===== config.mk =====
export PLATFORM = sky130hd
export DESIGN_NAME = blit_read_fifo_flat
export DESIGN_NICKNAME = d
export VERILOG_FILES = /design/src/rtl/blit_read_fifo_if.sv /design/src/rtl/blit_read_fifo.sv /design/src/flat_wrapper.sv
export SDC_FILE = /design/constraint.sdc
export NUM_CORES = 1
export LEC_CHECK = 0
export CAP_MARGIN = 20
export CORE_MARGIN = 5
export CORE_UTILIZATION = 30
export CTS_CLUSTER_SIZE = 14
export DETAILED_ROUTE_END_ITERATION = 10
export PLACE_DENSITY = 0.56
export SLEW_MARGIN = 20
export SYNTH_ARGS = -nofsm -noshare
export SYNTH_HDL_FRONTEND = slang
export SYNTH_SLANG_ARGS = --single-unit

===== constraint.sdc =====
create_clock -name clock -period 4.6 [get_ports clock]
set_input_delay 0.69 -clock clock [delete_from_list [all_inputs] [get_ports clock]]
set_output_delay 0.69 -clock clock [all_outputs]
set_load 0.01 [all_outputs]

===== src/rtl/blit_read_fifo_if.sv =====
// rtl/blit_read_fifo_if.sv - blitter/arbiter side signals of the blit read FIFO
//
// Groups the command post, memory request/return and data pop signals.
// master: the blitter plus memory arbiter that drive the block.
// slave:  the blit_read_fifo block itself.
interface blit_read_fifo_if;
    logic        in_read;
    logic [25:0] in_addr;
    logic        in_full;
    logic        mem_req;
    logic [25:0] mem_addr;
    logic        mem_ack;
    logic        mem_rvalid;
    logic [31:0] mem_rdata;
    logic        out_valid;
    logic [31:0] out_data;
    logic        out_pop;
    logic        busy;
    logic        error;

    modport master (
        output in_read, in_addr, mem_ack, mem_rvalid, mem_rdata, out_pop,
        input  in_full, mem_req, mem_addr, out_valid, out_data, busy, error
    );

    modport slave (
        input  in_read, in_addr, mem_ack, mem_rvalid, mem_rdata, out_pop,
        output in_full, mem_req, mem_addr, out_valid, out_data, busy, error
    );
endinterface


===== src/rtl/blit_read_fifo.sv =====
// rtl/blit_read_fifo.sv - credit-limited read issue queue with in-order data FIFO
//
// Ports:
//   clock   system clock
//   reset   synchronous, active-high
//   bus     blit_read_fifo_if.slave:
//           in_read/in_addr/in_full       command posts from the blitter
//           mem_req/mem_addr/mem_ack      single-word read requests to the arbiter
//           mem_rvalid/mem_rdata          in-order read data returning
//           out_valid/out_data/out_pop    registered data head to the blitter
//           busy, error (sticky)
module blit_read_fifo #(
    parameter int CMD_DEPTH  = 16,
    parameter int DATA_DEPTH = 16,
    parameter int SLACK      = 4
) (
    input logic            clock,
    input logic            reset,
    blit_read_fifo_if.slave bus
);
    localparam int CAW = $clog2(CMD_DEPTH);
    localparam int DAW = $clog2(DATA_DEPTH);
    localparam logic [CAW:0]   CMD_FULL   = (CAW + 1)'(CMD_DEPTH);
    localparam logic [CAW:0]   SLACK_V    = (CAW + 1)'(SLACK);
    localparam logic [DAW+1:0] DATA_LIMIT = (DAW + 2)'(DATA_DEPTH);

    logic [25:0]  cmd_mem [CMD_DEPTH];
    logic [CAW:0] cmd_wr_ptr, cmd_rd_ptr, cmd_count, cmd_rd_next, cmd_left;
    logic [31:0]  data_mem [DATA_DEPTH];
    logic [DAW:0] data_wr_ptr, data_rd_ptr, data_count, data_rd_next, data_left;
    logic [DAW:0] outstanding;
    logic [DAW+1:0] reserved;

    logic        cmd_push, cmd_pop, cmd_overflow;
    logic        data_push, data_pop, stray_rvalid;
    logic        head_avail, issue;
    logic [25:0] head_addr;

    always_comb begin
        cmd_count    = cmd_wr_ptr - cmd_rd_ptr;
        cmd_overflow = bus.in_read && (cmd_count == CMD_FULL);
        cmd_push     = bus.in_read && (cmd_count != CMD_FULL);
        // The entry being requested stays queued until its ack.
        cmd_pop      = bus.mem_req && bus.mem_ack;
        cmd_rd_next  = cmd_rd_ptr + {{CAW{1'b0}}, cmd_pop};
        cmd_left     = cmd_count - {{CAW{1'b0}}, cmd_pop};

        // Next head: a still-queued entry, or the address being posted right
        // now when the queue drains (gives the one-cycle post-to-request path).
        head_avail = (cmd_left != '0) || cmd_push;
        head_addr  = (cmd_left != '0) ? cmd_mem[cmd_rd_next[CAW-1:0]] : bus.in_addr;

        // Every request in flight or pending already owns a data slot; a new
        // one may only start when a further slot is free.
        reserved = {1'b0, outstanding} + {1'b0, data_count}
                 + {{(DAW + 1){1'b0}}, bus.mem_req};
        issue    = (!bus.mem_req || bus.mem_ack) && head_avail && (reserved < DATA_LIMIT);

        stray_rvalid = bus.mem_rvalid && (outstanding == '0);
        data_push    = bus.mem_rvalid && (outstanding != '0);
        data_count   = data_wr_ptr - data_rd_ptr;
        data_pop     = bus.out_pop && bus.out_valid;
        data_rd_next = data_rd_ptr + {{DAW{1'b0}}, data_pop};
        data_left    = data_count - {{DAW{1'b0}}, data_pop};
    end

    always_ff @(posedge clock) begin
        if (reset) begin
            cmd_wr_ptr    <= '0;
            cmd_rd_ptr    <= '0;
            data_wr_ptr   <= '0;
            data_rd_ptr   <= '0;
            outstanding   <= '0;
            bus.mem_req   <= 1'b0;
            bus.out_valid <= 1'b0;
            bus.in_full   <= 1'b0;
            bus.error     <= 1'b0;
        end else begin
            cmd_wr_ptr  <= cmd_wr_ptr + {{CAW{1'b0}}, cmd_push};
            cmd_rd_ptr  <= cmd_rd_next;
            data_wr_ptr <= data_wr_ptr + {{DAW{1'b0}}, data_push};
            data_rd_ptr <= data_rd_next;
            outstanding <= outstanding + {{DAW{1'b0}}, cmd_pop}
                                       - {{DAW{1'b0}}, data_push};
            if (issue)
                bus.mem_req <= 1'b1;
            else if (cmd_pop)
                bus.mem_req <= 1'b0;
            // The head register always mirrors the oldest stored word.
            bus.out_valid <= (data_left != '0) || data_push;
            bus.in_full   <= (CMD_FULL - cmd_count) < SLACK_V;
            if (cmd_overflow || stray_rvalid)
                bus.error <= 1'b1;
        end
    end

    // Storage and data-path registers carry no reset; their contents are
    // qualified by the pointers and valid flags above.
    always_ff @(posedge clock) begin
        if (cmd_push)
            cmd_mem[cmd_wr_ptr[CAW-1:0]] <= bus.in_addr;
        if (data_push)
            data_mem[data_wr_ptr[DAW-1:0]] <= bus.mem_rdata;
        if (issue)
            bus.mem_addr <= head_addr;
        // With nothing left behind the popped head, the incoming word (if any)
        // is forwarded straight into the head register.
        bus.out_data <= (data_left != '0) ? data_mem[data_rd_next[DAW-1:0]] : bus.mem_rdata;
    end

    assign bus.busy = (cmd_count != '0) || bus.mem_req || (outstanding != '0)
                   || (data_count != '0) || bus.out_valid;
endmodule


===== src/flat_wrapper.sv =====
// flat-port wrapper written by rule: the top's interface ports become plain ports
module blit_read_fifo_flat 
#(
    parameter int CMD_DEPTH  = 16,
    parameter int DATA_DEPTH = 16,
    parameter int SLACK      = 4
)
  (clock, reset, bus_in_read, bus_in_addr, bus_mem_ack, bus_mem_rvalid, bus_mem_rdata, bus_out_pop, bus_in_full, bus_mem_req, bus_mem_addr, bus_out_valid, bus_out_data, bus_busy, bus_error);
  blit_read_fifo_if bus_i ();
  input logic clock;
  input logic reset;
  input wire logic [$bits(bus_i.in_read)-1:0] bus_in_read;
  input wire logic [$bits(bus_i.in_addr)-1:0] bus_in_addr;
  input wire logic [$bits(bus_i.mem_ack)-1:0] bus_mem_ack;
  input wire logic [$bits(bus_i.mem_rvalid)-1:0] bus_mem_rvalid;
  input wire logic [$bits(bus_i.mem_rdata)-1:0] bus_mem_rdata;
  input wire logic [$bits(bus_i.out_pop)-1:0] bus_out_pop;
  output wire logic [$bits(bus_i.in_full)-1:0] bus_in_full;
  output wire logic [$bits(bus_i.mem_req)-1:0] bus_mem_req;
  output wire logic [$bits(bus_i.mem_addr)-1:0] bus_mem_addr;
  output wire logic [$bits(bus_i.out_valid)-1:0] bus_out_valid;
  output wire logic [$bits(bus_i.out_data)-1:0] bus_out_data;
  output wire logic [$bits(bus_i.busy)-1:0] bus_busy;
  output wire logic [$bits(bus_i.error)-1:0] bus_error;
  assign bus_i.in_read = bus_in_read;
  assign bus_i.in_addr = bus_in_addr;
  assign bus_i.mem_ack = bus_mem_ack;
  assign bus_i.mem_rvalid = bus_mem_rvalid;
  assign bus_i.mem_rdata = bus_mem_rdata;
  assign bus_i.out_pop = bus_out_pop;
  assign bus_in_full = bus_i.in_full;
  assign bus_mem_req = bus_i.mem_req;
  assign bus_mem_addr = bus_i.mem_addr;
  assign bus_out_valid = bus_i.out_valid;
  assign bus_out_data = bus_i.out_data;
  assign bus_busy = bus_i.busy;
  assign bus_error = bus_i.error;
  blit_read_fifo #(.CMD_DEPTH(CMD_DEPTH), .DATA_DEPTH(DATA_DEPTH), .SLACK(SLACK)) u_core (.clock(clock), .reset(reset), .bus(bus_i));
endmodule

# After elaboration in Yosys (flattened, before gate mapping)
# Memory sizes are Yosys's and may differ from the RTL's.
# Index checks and enable logic that the tools add are counted.
dict set report totals {
  n_memories 2
  output_inout_bits 63
  word_cells 62
  input_bits 64
  ram_bits 928
  register_bits 87
}
dict set report op_classes {
  n_reduce_logical 24
  mux 8
  eq_ne 2
  n_addsub 13
  magnitude_cmp 2
}
# memory depth width rd rd_clocked_by_memory_dff write_ports line
set memory_table {}
lappend memory_table {u_core.data_mem 16 32 1 0 1 blit_read_fifo.sv:29} ;# logic [31:0] data_mem [DATA_DEPTH];
lappend memory_table {u_core.cmd_mem 16 26 1 0 1 blit_read_fifo.sv:27} ;# logic [25:0] cmd_mem [CMD_DEPTH];
# operator n
set op_table {}
lappend op_table {{$mux W32} 1}
lappend op_table {{$mux W26} 1}
lappend op_table {{$add A5 B1 Y5} 5}
lappend op_table {{$reduce_bool A5 Y1} 5}
lappend op_table {{$sub A5 B1 Y5} 3}
lappend op_table {{$sub A5 B5 Y5} 2}
lappend op_table {{$logic_and A1 B1 Y1} 8}
lappend op_table {{$logic_or A1 B1 Y1} 8}
lappend op_table {{$add A5 B5 Y6} 1}
lappend op_table {{$add A6 B1 Y6} 1}
lappend op_table {{$lt A6 B5 Y1 const B} 1}
lappend op_table {{$mux W1} 6}
lappend op_table {{$eq A5 B5 Y1 const B} 1}
lappend op_table {{$logic_not A5 Y1} 1}
lappend op_table {{$lt A5 B3 Y1 const B} 1}
lappend op_table {{$ne A5 B5 Y1 const B} 1}
lappend op_table {{$sub A5 B5 Y5 const A} 1}
lappend op_table {{$reduce_bool A2 Y1} 1}
lappend op_table {{$logic_not A1 Y1} 1}

# Longest topological paths before layout
# Gate-level depths: netlist of run 1.
dict set report logic_depth {
  depth_word 7
  depth_mapped 15
  ltp_nobuf 15
}

# Least setup slack after synthesis of run 1
# OpenSTA, ideal clock, no wires.
dict set report synth_timing {
  path_type {register -> register}
  startpoint {register u_core.cmd_wr_ptr[0]}
  endpoint {memory u_core.cmd_mem[3][0], enable pin}
  setup_time_ns 0.442
  stages_incl_launch_ff 13
  t_required_ns 4.158
  arrival_time_ns 3.949
  period_less_slack_ns 4.390
  slack_ns 0.210
  n_path_buf 1
  path_cell_list {dfxtp_1 > inv_1 > ha_1 > fa_1 > inv_1 > a21o_1 > a21oi_1 > xnor2_1 > ha_1 > nor2b_1 > clkbuf_1 > nand3_1 > nor3_1}
}
dict set report synth_via {
  elab_chain_cells 5
}
# element line
set synth_rtl {}
lappend synth_rtl {{start, declared} blit_read_fifo.sv:28} ;# logic [CAW:0] cmd_wr_ptr, cmd_rd_ptr, cmd_count, cmd_rd_next, cmd_left;
lappend synth_rtl {{start signal, assigned} blit_read_fifo.sv:79} ;# cmd_wr_ptr <= cmd_wr_ptr + {{CAW{1'b0}}, cmd_push};
lappend synth_rtl {{$sub A5 B5 Y5} blit_read_fifo.sv:40} ;# cmd_count = cmd_wr_ptr - cmd_rd_ptr;
lappend synth_rtl {{$ne A5 B5 Y1} blit_read_fifo.sv:42} ;# cmd_push = bus.in_read && (cmd_count != CMD_FULL);
lappend synth_rtl {{$logic_and A1 B1 Y1} blit_read_fifo.sv:42}
lappend synth_rtl {{$mux W1} blit_read_fifo.sv:100} ;# if (cmd_push)
lappend synth_rtl {{$mux W1 (implied by the code)} blit_read_fifo.sv:101} ;# cmd_mem[cmd_wr_ptr[CAW-1:0]] <= bus.in_addr;
lappend synth_rtl {{end, declared} blit_read_fifo.sv:27}
# Parallel ways exist; a longest one is shown, timed or not.

# Worst setup path in the final report of run 1
dict set report layout_timing {
  startpoint {register u_core.cmd_wr_ptr[0]}
  endpoint {output port bus_busy}
}
dict set report layout_via {
  elab_chain_cells 6
}
# element line
set layout_rtl {}
lappend layout_rtl {{$sub A5 B5 Y5} blit_read_fifo.sv:40}
lappend layout_rtl {{$reduce_bool A5 Y1} blit_read_fifo.sv:111} ;# assign bus.busy = (cmd_count != '0) || bus.mem_req || (outstanding != '0)
lappend layout_rtl {{$logic_or A1 B1 Y1 (2 in a row)} blit_read_fifo.sv:111}
lappend layout_rtl {{$logic_or A1 B1 Y1 (2 in a row)} blit_read_fifo.sv:112} ;# || (data_count != '0) || bus.out_valid;
lappend layout_rtl {{end, declared} flat_wrapper.sv:23} ;# output wire logic [$bits(bus_i.busy)-1:0] bus_busy;
# Every way passes these cells.

==> flow_metrics.py, run 1 <==
metrics = {
    "worst_setup_path": {
        "slowest_delay_ns": 0.58,
        "r2r_setup_slack_ns": 0.80,
        "path_class": "reg2out",
        "worst_path_most_repeated_cell": "inv_1",
        "critPathArrivalTime_ns": 3.55,
        "r2r-start": "u_core.data_wr_ptr[0]",
        "worstPathRequired_ns": 3.91,
        "critPathSlowestCell": "clkdlybuf4s50_1",
        "rr_worst_depth": 13,
        "worstPathMaxFanout": 4,
        "reg2reg_to": "u_core.bus.mem_addr[16]",
        "path_delay_family": "buffers and inverters",
        "crit_path_cell_trace": "inv_1 -> ha_1 -> fa_1 -> inv_1 -> a21o_1 -> a21oi_1 -> xnor2_1 -> inv_1 -> ha_1 -> nand2_1 -> nor4_1 -> nand3_1 -> clkdlybuf4s50_1",
        "crit_buf_inv": 4,
        "endpoint_kind": "primary output",
        "crit_path_start_kind": "register",
    },
    "outcome": {
        "status": "finished clean",
    },
    "yosys": {
        "synthArstFlopShare_pct": 0,
        "ys_top_cells_by_area": "edfxtp_1 (74%), mux4_2 (17%), dfxtp_1 (3.1%)",
        "syn_avg_cell_area_um2": 23.62,
        "synthCells": 1646,
        "synth_top_area_share_pct": 73.67,
        "ys_seq_elements": 1015,
        "mappedNetlistNets": 1744,
        "synthFlopType": "edfxtp_1",
        "netlist_area_mm2": 0.03888,
        "synth_edf_count": 954,
        "yosysWarnings": 0,
        "synth_seq_area_share_pct": 76.81,
        "synth_top_area_cell": "edfxtp_1",
        "synth_cell_types": 38,
    },
    "grt": {
        "grt_overflow": 0,
        "grt_max_degree": 44,
        "gr-usage-met3_pct": 2.433,
        "grtUsageMet2_pct": 21.49,
        "busiest_layer": "met2",
        "grt_usage_pct": 12.99,
        "grt_antenna_before_repair": 11,
        "grt_pass1_wl_mm": 130.1,
        "grt_use_met1_pct": 17.51,
        "first_global_vias": 18727,
    },
    "timing": {
        "clock.fmax_ghz": 0.2358,
        "drv_slew": 0,
        "relSlewSlack_pct": 44.20,
        "setup_viol": 0,
        "rsz0062_at_grt": "no",
        "fin_crit_sh_pct": 92.20,
        "hold_viol": 0,
        "worst_pin_slew_ns": 0.8369,
        "setup_tns_ns": 0,
        "finClkSkew_ns": 0.02896,
        "finalCriticalPeriod_ns": 4.241,
    },
    "final_layout": {
        "final_design_area_no_fill_mm2": 0.04626,
        "layout.nets": 1960,
        "multi_input_area_mm2": 0.008846,
        "regArea_mm2": 0.02987,
        "fin_util_pct": 35.82,
        "area_growth_pct": 18.97,
        "final.fill_count": 11766,
        "drive_gt1_share_pct": 30.56,
    },
    "floorplanning": {
        "die_h_um": 370.0,
        "pin_count": 127,
        "rows": 132,
        "fp.dieW_um": 370.0,
        "initial_core_util_pct": 30.11,
        "die-area_mm2": 0.1369,
        "core-area_mm2": 0.1292,
    },
    "clock_tree": {
        "clk_pin_slew_ns": 0.06,
        "clock_latency_ns": 0.68,
        "cts_tree": "done",
        "htree_levels": 3,
        "root_buffer": "clkbuf_16",
        "cts.sinks": 1015,
        "cts_buffers": 99,
        "cts_hold_repair.buffers": 0,
        "cts.path.max_buffers": 3,
    },
    "job": {
        "max_cap_violations": 0,
    },
    "place": {
        "place_area_mm2": 0.04296,
        "portBuffers": 126,
        "hpwlAfterDp_mm": 46.96,
        "gp_congestion": 0.7126,
    },
    "worst_hold_path": {
        "hold_class": "in2reg",
        "hold_start": "reset",
        "hold_depth": 2,
        "hold_path_end": "u_core.data_wr_ptr[3]",
    },
    "route": {
        "drc": 0,
        "routed_wl_mm": 89.74,
        "viasPerCell": 4.758,
        "vias": 17563,
        "drt-initial-drc-count": 1554,
        "drtAntennaViolNets": 0,
        "first_pass_iters": 5,
        "wire_per_inst_um": 24.31,
    },
    "pwr": {
        "finalPower_uw": 25270,
        "peakVddDrop_v": 0.0003476,
        "p_per_area_mw_per_mm2": 546.2,
        "p_leak_uw": 0.01420,
    },
}
sequential cells by signal, indices dropped and copies added, names as in the netlist:
| register | count |
|---|---|
| u_core.bus.mem_req | 1 |
| u_core.bus.error | 1 |
| u_core.bus.out_valid | 1 |
| u_core.bus.mem_addr | 26 |
| u_core.outstanding | 5 |
| u_core.cmd_rd_ptr | 5 |
| u_core.cmd_mem | 416 |
| u_core.bus.in_full | 1 |
| u_core.cmd_wr_ptr | 5 |
| u_core.data_wr_ptr | 5 |
| u_core.bus.out_data | 32 |
| u_core.data_rd_ptr | 5 |
| u_core.data_mem | 512 |
cells by family after synthesis:
logic type	after synthesis	synth area share [%]
and+or+nand+nor	105	1.364
xor gates and xnor gates	25	0.5824
buffers and inverters	98	1.252
AOI/OAI and AO/OA	21	0.3314
muxes	348	18.51
DFF	1015	76.81
adders and majority gates	34	1.152
power breakdown:
part / leakage (µW) / switching (µW) / internal (µW)
logic: 0.00347 / 2830 / 3170
clock network: 0.00160 / 3440 / 4680
registers: 0.00913 / 299 / 10900
total: 0.0142 / 6570 / 18700
final cells by class:
class	count	area share, %
Multi-Input combinational cell	533	19.12
Clock inverter	50	1.312
Antenna cell	5	0.02705
Tap cell	1742	4.711
Timing Repair Buffer	190	4.295
Inverter	23	0.1866
Sequential cell	1015	64.56
Clock buffer	133	5.782
stage by stage:
step	setup slack, ns	hold slack (ns)	instances
2_1_floorplan	0.2096	0.4993	1646
3_3_place_gp	0.7159	0.4646	3503
3_5_place_dp	0.7752	0.4883	3503
4_1_cts	0.2673	0.4537	3686
5_1_grt	0.07962	0.4909	3688
6_report	0.3586	0.5075	3691
cells in the mapped netlist (all sizes together) (3+ instances only):
cell type,number
inv,23
or3,3
nor3,11
nand3,16
edfxtp,954
buf,40
dfxtp,61
ha,31
mux2,58
nand2b,5
fa,3
xnor2,15
nor4,3
a21o,6
a21oi,10
clkbuf,35
mux4,290
nand2,6
nor2,43
xor2,10
nor2b,13
worst register-to-register path, cell delays in order, from the launching register on:
cell     delay, ns
dfxtp_1       0.33
inv_1         0.11
ha_1          0.18
inv_2         0.05
fa_1          0.39
a21o_1        0.18
a21oi_1       0.17
xnor2_1       0.24
ha_1          0.30
or4_1         0.52
a21oi_1       0.13
o21ai_0       0.18
nor2_4        0.11
buf_4         0.49
how the worst max path moves through the flow:
stage | from | to | slack [ns] | cells after the start
2_1_floorplan | u_core.cmd_wr_ptr[0] | u_core.cmd_mem[3][0] | 0.21 | 12
3_3_place_gp | u_core.data_rd_ptr[0] | u_core.bus.mem_addr[10] | 0.72 | 12
3_5_place_dp | bus_out_pop | u_core.bus.out_data[9] | 0.78 | 7
4_1_cts | u_core.cmd_wr_ptr[0] | bus_busy | 0.27 | 13
5_1_grt | u_core.cmd_wr_ptr[0] | bus_busy | 0.08 | 13
6_report | u_core.cmd_wr_ptr[0] | bus_busy | 0.36 | 13
layer usage:
layer	vias up	wire length [µm]	part of all wire, %
met3	118	4272	4.8
met5	-	46	0.051
met2	413	44600	50
li1	7399	-	-
met1	9627	38930	43
met4	6	1890	2.1
cells in the final DEF, fill, tap and decap left out, types with 3 or more instances in the layout:
cell type        instances
buf_12                  20
nor3_2                   9
buf_4                   44
diode_2                  5
nand3_1                 16
nor2_1                  18
clkbuf_8                 7
clkinv_2                14
nor2_4                  25
ha_4                     4
dfxtp_1                 61
a21o_1                   6
clkbuf_1                27
fa_1                     3
clkinv_1                17
xnor2_1                 12
inv_1                   22
mux4_1                   3
edfxtp_1               954
clkbuf_16               99
nand2b_1                 5
ha_1                    27
clkinv_16                3
or3_1                    3
bufinv_16               10
clkdlybuf4s50_1        125
xor2_1                   9
xnor2_2                  3
nor2b_1                 13
nand2_1                  6
mux2_2                  58
a21oi_1                 10
mux4_2                 287
what timing repair did:
action | 4_1_cts | 5_1_grt
buffers inserted | 0 | 0
gates resized for setup | 0 | 1
setup endpoints to repair | 0 | 1
Note: power is estimated with default switching activity, not from simulation.
==> run 2, diff against run 1 <==
- CORE_ASPECT_RATIO: unset -> 0.8
- REMOVE_ABC_BUFFERS: unset -> 1
==> run 2 against run 1 <==
Against the previous run: non-clock buffer count fell by 7; worst hold slack lost 0.017 ns; sequential share of layout area grew 0.18 points; cell count decreased by 0.35%; die area about the same; first-iteration DRC count is 8.1% lower; largest power group unchanged; highest routed layer unchanged.
==> flow_metrics.py, run 2 (synthesis results as in run 1) <==
metrics = {
    "outcome": {
        "status": "finished clean",
    },
    "grt": {
        "grt_max_degree": 69,
        "grt_antenna_before_repair": 5,
        "grt_pass1_wl_mm": 130.0,
        "first_global_vias": 18509,
        "grt_overflow": 0,
        "grt_usage_pct": 12.89,
    },
    "worst_hold_path": {
        "hold_class": "reg2reg",
        "hold_start": "u_core.bus.error",
    },
    "timing": {
        "finalCriticalPeriod_ns": 4.257,
        "fin_hold_ws_ns": 0.4909,
        "relSlewSlack_pct": 47.01,
        "drv_slew": 0,
        "clock.fmax_ghz": 0.2349,
        "setup_slack_ns": 0.3433,
        "worst_pin_slew_ns": 0.7949,
        "rsz0062_at_grt": "no",
        "fin_crit_sh_pct": 92.54,
        "finClkSkew_ns": 0.04773,
        "setup_viol": 0,
        "hold_viol": 0,
    },
    "floorplanning": {
        "rows": 118,
        "initial_core_util_pct": 30.13,
        "pin_count": 127,
        "die-area_mm2": 0.1370,
        "die_h_um": 332.0,
        "fp.dieW_um": 412.5,
        "core-area_mm2": 0.1290,
    },
    "pwr": {
        "peakVddDrop_v": 0.0003434,
        "switching_share_pct": 25.86,
        "internal_power_uw": 18640,
        "combPwrFrac_pct": 23.5,
        "p_switching_uw": 6502,
        "p_per_area_mw_per_mm2": 544.9,
        "finalPower_uw": 25140,
        "p_leak_uw": 0.01413,
        "clockPowerShare_pct": 32.2,
        "p_seq_share_pct": 44.3,
    },
    "route": {
        "wire_per_inst_um": 24.06,
        "first_pass_iters": 5,
        "routed_wl_mm": 88.48,
        "drt-initial-drc-count": 1428,
        "vias": 17398,
        "drc": 0,
        "viasPerCell": 4.730,
        "drtAntennaViolNets": 0,
    },
    "clock_tree": {
        "cts_buffers": 103,
        "cts.sinks": 1015,
        "clock_latency_ns": 0.68,
        "cts_tree": "done",
        "clk_pin_slew_ns": 0.06,
        "cts_setup_buffers": 0,
        "htree_levels": 3,
        "root_buffer": "clkbuf_16",
        "post_cts_resize_count": 0,
        "cts_hold_repair.buffers": 0,
        "cts.path.max_buffers": 3,
    },
    "final_layout": {
        "regArea_mm2": 0.02987,
        "layout.cells.non_filler": 3678,
        "drive_gt1_share_pct": 30.22,
        "largest_reg_flops": 512,
        "mostFrequentLayoutCell": "edfxtp_1",
        "layout_common_cells": "edfxtp_1 (954), mux4_2 (287), clkdlybuf4s50_1 (125), clkbuf_16 (104), dfxtp_1 (61)",
        "area_growth_pct": 18.65,
        "multi_input_area_mm2": 0.008841,
        "final.fill_count": 11702,
        "final_design_area_no_fill_mm2": 0.04614,
        "layout.nets": 1957,
    },
    "worst_setup_path": {
        "cp-startpoint": "u_core.cmd_rd_ptr[1]",
        "path_class": "reg2out",
        "worstPathRequired_ns": 3.91,
        "critPathArrivalTime_ns": 3.57,
        "worstPathMaxFanout": 4,
        "r2r-start": "u_core.data_wr_ptr[0]",
        "crit_path_start_kind": "register",
        "endpoint_kind": "primary output",
    },
    "job": {
        "max_cap_violations": 0,
    },
    "place": {
        "preCtsSetupSlack_ns": 0.7306,
        "place_inst": 3494,
        "place_area_mm2": 0.04286,
        "hpwlAfterDp_mm": 45.85,
        "portBuffers": 126,
        "gp_congestion": 0.7042,
    },
}
run 2: changes by cell type in the layout (fill, tap and decap cells not counted), moves of 3 or more:
cell        before  now
clkbuf_1        27   20
clkinv_1        17   24
clkbuf_16       99  104
buf_12          20   16
clkbuf_8         7    3
buf_4           44   41
clkinvlp_4       0    3
diode_2          5    2
run 2: path summary, 6_finish.rpt:
path	to	slack [ns]	depth (start not counted)
min	u_core.bus.error	0.49	2
max	bus_busy	0.34	11
min reg2reg	u_core.bus.error	0.49	2
max reg2reg	u_core.bus.mem_addr[3]	0.77	13
run 2: metrics by stage:
step                util (%)  setup TNS, ns
floorplan                  -        -132.11
global placement       33.22              0
detailed placement     33.21              0
CTS                    35.75              0
global route           35.75              0
finish                 35.75              0
run 2: area by class of cell:
| cell class | instances | area share [%] |
|---|---|---|
| Timing Repair Buffer | 183 | 4.084 |
| Inverter | 23 | 0.1871 |
| Antenna cell | 2 | 0.01085 |
| Sequential cell | 1015 | 64.74 |
| Multi-Input combinational cell | 533 | 19.16 |
| Tap cell | 1740 | 4.719 |
| Clock inverter | 55 | 1.204 |
| Clock buffer | 127 | 5.893 |
run 2: layer usage:
metal | vias up | track usage (%) | share of wire, %
li1 | 7391 | - | -
met1 | 9487 | 17.89 | 44
met2 | 412 | 21.07 | 49
met3 | 106 | 2.140 | 4.7
met4 | 2 | 3.573 | 1.8
met5 | - | 0 | 0.015
run 2: worst max-delay path: stages, from the launching register on:
cell and delay [ns]:
dfxtp_1 0.48, inv_1 0.08, ha_1 0.30, a21o_1 0.18, a21oi_1 0.17, xnor2_1 0.17, nor3_1 0.41, ha_1 0.25
nand2_1 0.05, nor4_1 0.16, nand3_1 0.10, clkdlybuf4s50_1 0.58
run 2: power by group through the flow:
stage | Clock [µW] | Sequential, µW | Combinational (µW)
detailed placement | 0 | 11400 | 6030
global route | 8730 | 11200 | 6380
global placement | 0 | 11300 | 5960
floorplan | 0 | 11300 | 4040
finish | 8090 | 11100 | 5910
CTS | 8330 | 11200 | 6070
==> run 3, diff against run 2 <==
- CTS_CLUSTER_DIAMETER: unset -> 30
==> run 3 against run 2 <==
Against the previous run: combinational power about the same; non-clock buffer count unchanged; core utilization increased by 2.6 points; critical path type unchanged; sequential share of layout area decreased by 4.4 points; register-to-register slack got worse by 0.02 ns; maximum frequency decreased by 0.97%; clock skew decreased by 0.024 ns; critical path depth unchanged.
==> flow_metrics.py, run 3 (synthesis results as in run 1) <==
metrics = {
    "outcome": {
        "status": "finished clean",
    },
    "timing": {
        "worst_pin_slew_ns": 0.7916,
        "finalCriticalPeriod_ns": 4.299,
        "fin_hold_ws_ns": 0.4143,
        "setup_tns_ns": 0,
        "relSlewSlack_pct": 47.23,
        "finClkSkew_ns": 0.02354,
        "clock.fmax_ghz": 0.2326,
        "drv_slew": 0,
        "hold_viol": 0,
        "setup_viol": 0,
        "fin_crit_sh_pct": 93.45,
        "rsz0062_at_grt": "no",
    },
    "final_layout": {
        "area_growth_pct": 27.40,
        "final_design_area_no_fill_mm2": 0.04954,
        "layout_common_cells": "edfxtp_1 (954), mux4_2 (287), clkbuf_16 (195), clkdlybuf4s50_1 (125), dfxtp_1 (61)",
        "layout.nets": 2047,
        "largest_reg_flops": 512,
        "layout.cells.non_filler": 3863,
        "mostFrequentLayoutCell": "edfxtp_1",
        "final.fill_count": 11417,
        "drive_gt1_share_pct": 36.68,
    },
    "grt": {
        "grt_antenna_before_repair": 5,
        "grt_usage_pct": 13.26,
        "grt_max_degree": 69,
        "first_global_vias": 19537,
        "grt_overflow": 0,
        "grt_pass1_wl_mm": 133.5,
    },
    "route": {
        "vias": 18193,
        "drt-initial-drc-count": 1561,
        "drtAntennaViolNets": 0,
        "first_pass_iters": 5,
        "routed_wl_mm": 90.59,
        "drc": 0,
        "wire_per_inst_um": 23.45,
        "viasPerCell": 4.710,
    },
    "floorplanning": {
        "pin_count": 127,
        "initial_core_util_pct": 30.13,
        "die_h_um": 332.0,
        "fp.dieW_um": 412.5,
        "die-area_mm2": 0.1370,
        "rows": 118,
        "core-area_mm2": 0.1290,
    },
    "place": {
        "place_inst": 3494,
        "hpwlAfterDp_mm": 45.85,
        "place_area_mm2": 0.04286,
        "gp_congestion": 0.7042,
        "portBuffers": 126,
    },
    "pwr": {
        "p_per_area_mw_per_mm2": 628.2,
        "p_leak_uw": 0.01573,
        "peakVddDrop_v": 0.0003321,
    },
    "clock_tree": {
        "cts_buffers": 193,
        "clk_pin_slew_ns": 0.05,
        "cts.sinks": 1015,
        "clock_latency_ns": 0.77,
        "post_cts_resize_count": 0,
        "cts.path.max_buffers": 3,
        "cts_setup_buffers": 0,
        "cts_tree": "done",
        "root_buffer": "clkbuf_16",
        "cts_hold_repair.buffers": 0,
        "htree_levels": 4,
    },
    "worst_setup_path": {
        "critPathArrivalTime_ns": 3.61,
        "path_class": "reg2out",
        "worstPathRequired_ns": 3.91,
        "crit_path_start_kind": "register",
        "endpoint_kind": "primary output",
        "worstPathMaxFanout": 4,
    },
    "job": {
        "max_cap_violations": 0,
    },
    "worst_hold_path": {
        "hold_class": "in2reg",
    },
}
## run 3: changes by cell type in the layout (fill, tap and decap cells not counted), moves of 13 or more
cell	previous run	this run
clkbuf_16	104	195
clkinvlp_4	3	29
clkinv_4	2	20
clkinv_2	12	28
inv_6	1	17
bufinv_16	8	21
## run 3: critical path, stage by stage (launching register included)
cell and delay, ns:
dfxtp_1 0.47, inv_1 0.08, ha_1 0.30, a21o_1 0.18, a21oi_1 0.17, xnor2_1 0.17, nor3_1 0.36, ha_1 0.23
nand2_1 0.05, nor4_1 0.16, nand3_1 0.10, clkdlybuf4s50_1 0.58
## run 3: path summary, 6_finish.rpt
check | startpoint | endpoint | slack (ns) | depth (start not counted)
hold / removal | reset | u_core.data_wr_ptr[4] | 0.41 | 2
hold reg to reg | u_core.bus.error | u_core.bus.error | 0.49 | 2
setup reg to reg | u_core.cmd_rd_ptr[1] | u_core.cmd_mem[2][21] | 0.75 | 11
setup / recovery | u_core.cmd_rd_ptr[1] | bus_busy | 0.30 | 11
## run 3: through the flow
step / utilization (%) / setup slack [ns] / power [µW]
2_1_floorplan: - / -2.589 / 15380
3_3_place_gp: 33.22 / 0.7413 / 17300
3_5_place_dp: 33.21 / 0.7306 / 17380
4_1_cts: 38.39 / 0.2155 / 31550
5_1_grt: 38.39 / 0.003628 / 32380
6_report: 38.39 / 0.3014 / 31120
## run 3: area by class of cell
| cell class | count | area [µm²] | share of cell area [%] |
|---|---|---|---|
| multi-input cells | 533 | 8841 | 17.85 |
| clock buffers | 218 | 5006 | 10.11 |
| inverters | 23 | 86.33 | 0.1743 |
| well taps | 1740 | 2177 | 4.395 |
| flip-flops and latches | 1015 | 29870 | 60.29 |
| repair buffers | 183 | 1884 | 3.804 |
| clock inverters | 149 | 1669 | 3.369 |
| diodes | 2 | 5.005 | 0.01010 |
## run 3: report_power, final
part           switching, µW  internal [µW]
Sequential               286          10900
Combinational           2780           3140
Clock                   4910           9130
Total                   7980          23100
## run 3: routing by layer
layer	part of all wire, %	routed length, µm	up-vias	track usage, %
met5	0.014	13	-	0
met4	1.8	1614	2	3.959
met3	5.1	4665	125	2.973
met2	49	44600	513	21.34
met1	44	39700	9884	18.08
li1	-	-	7669	-
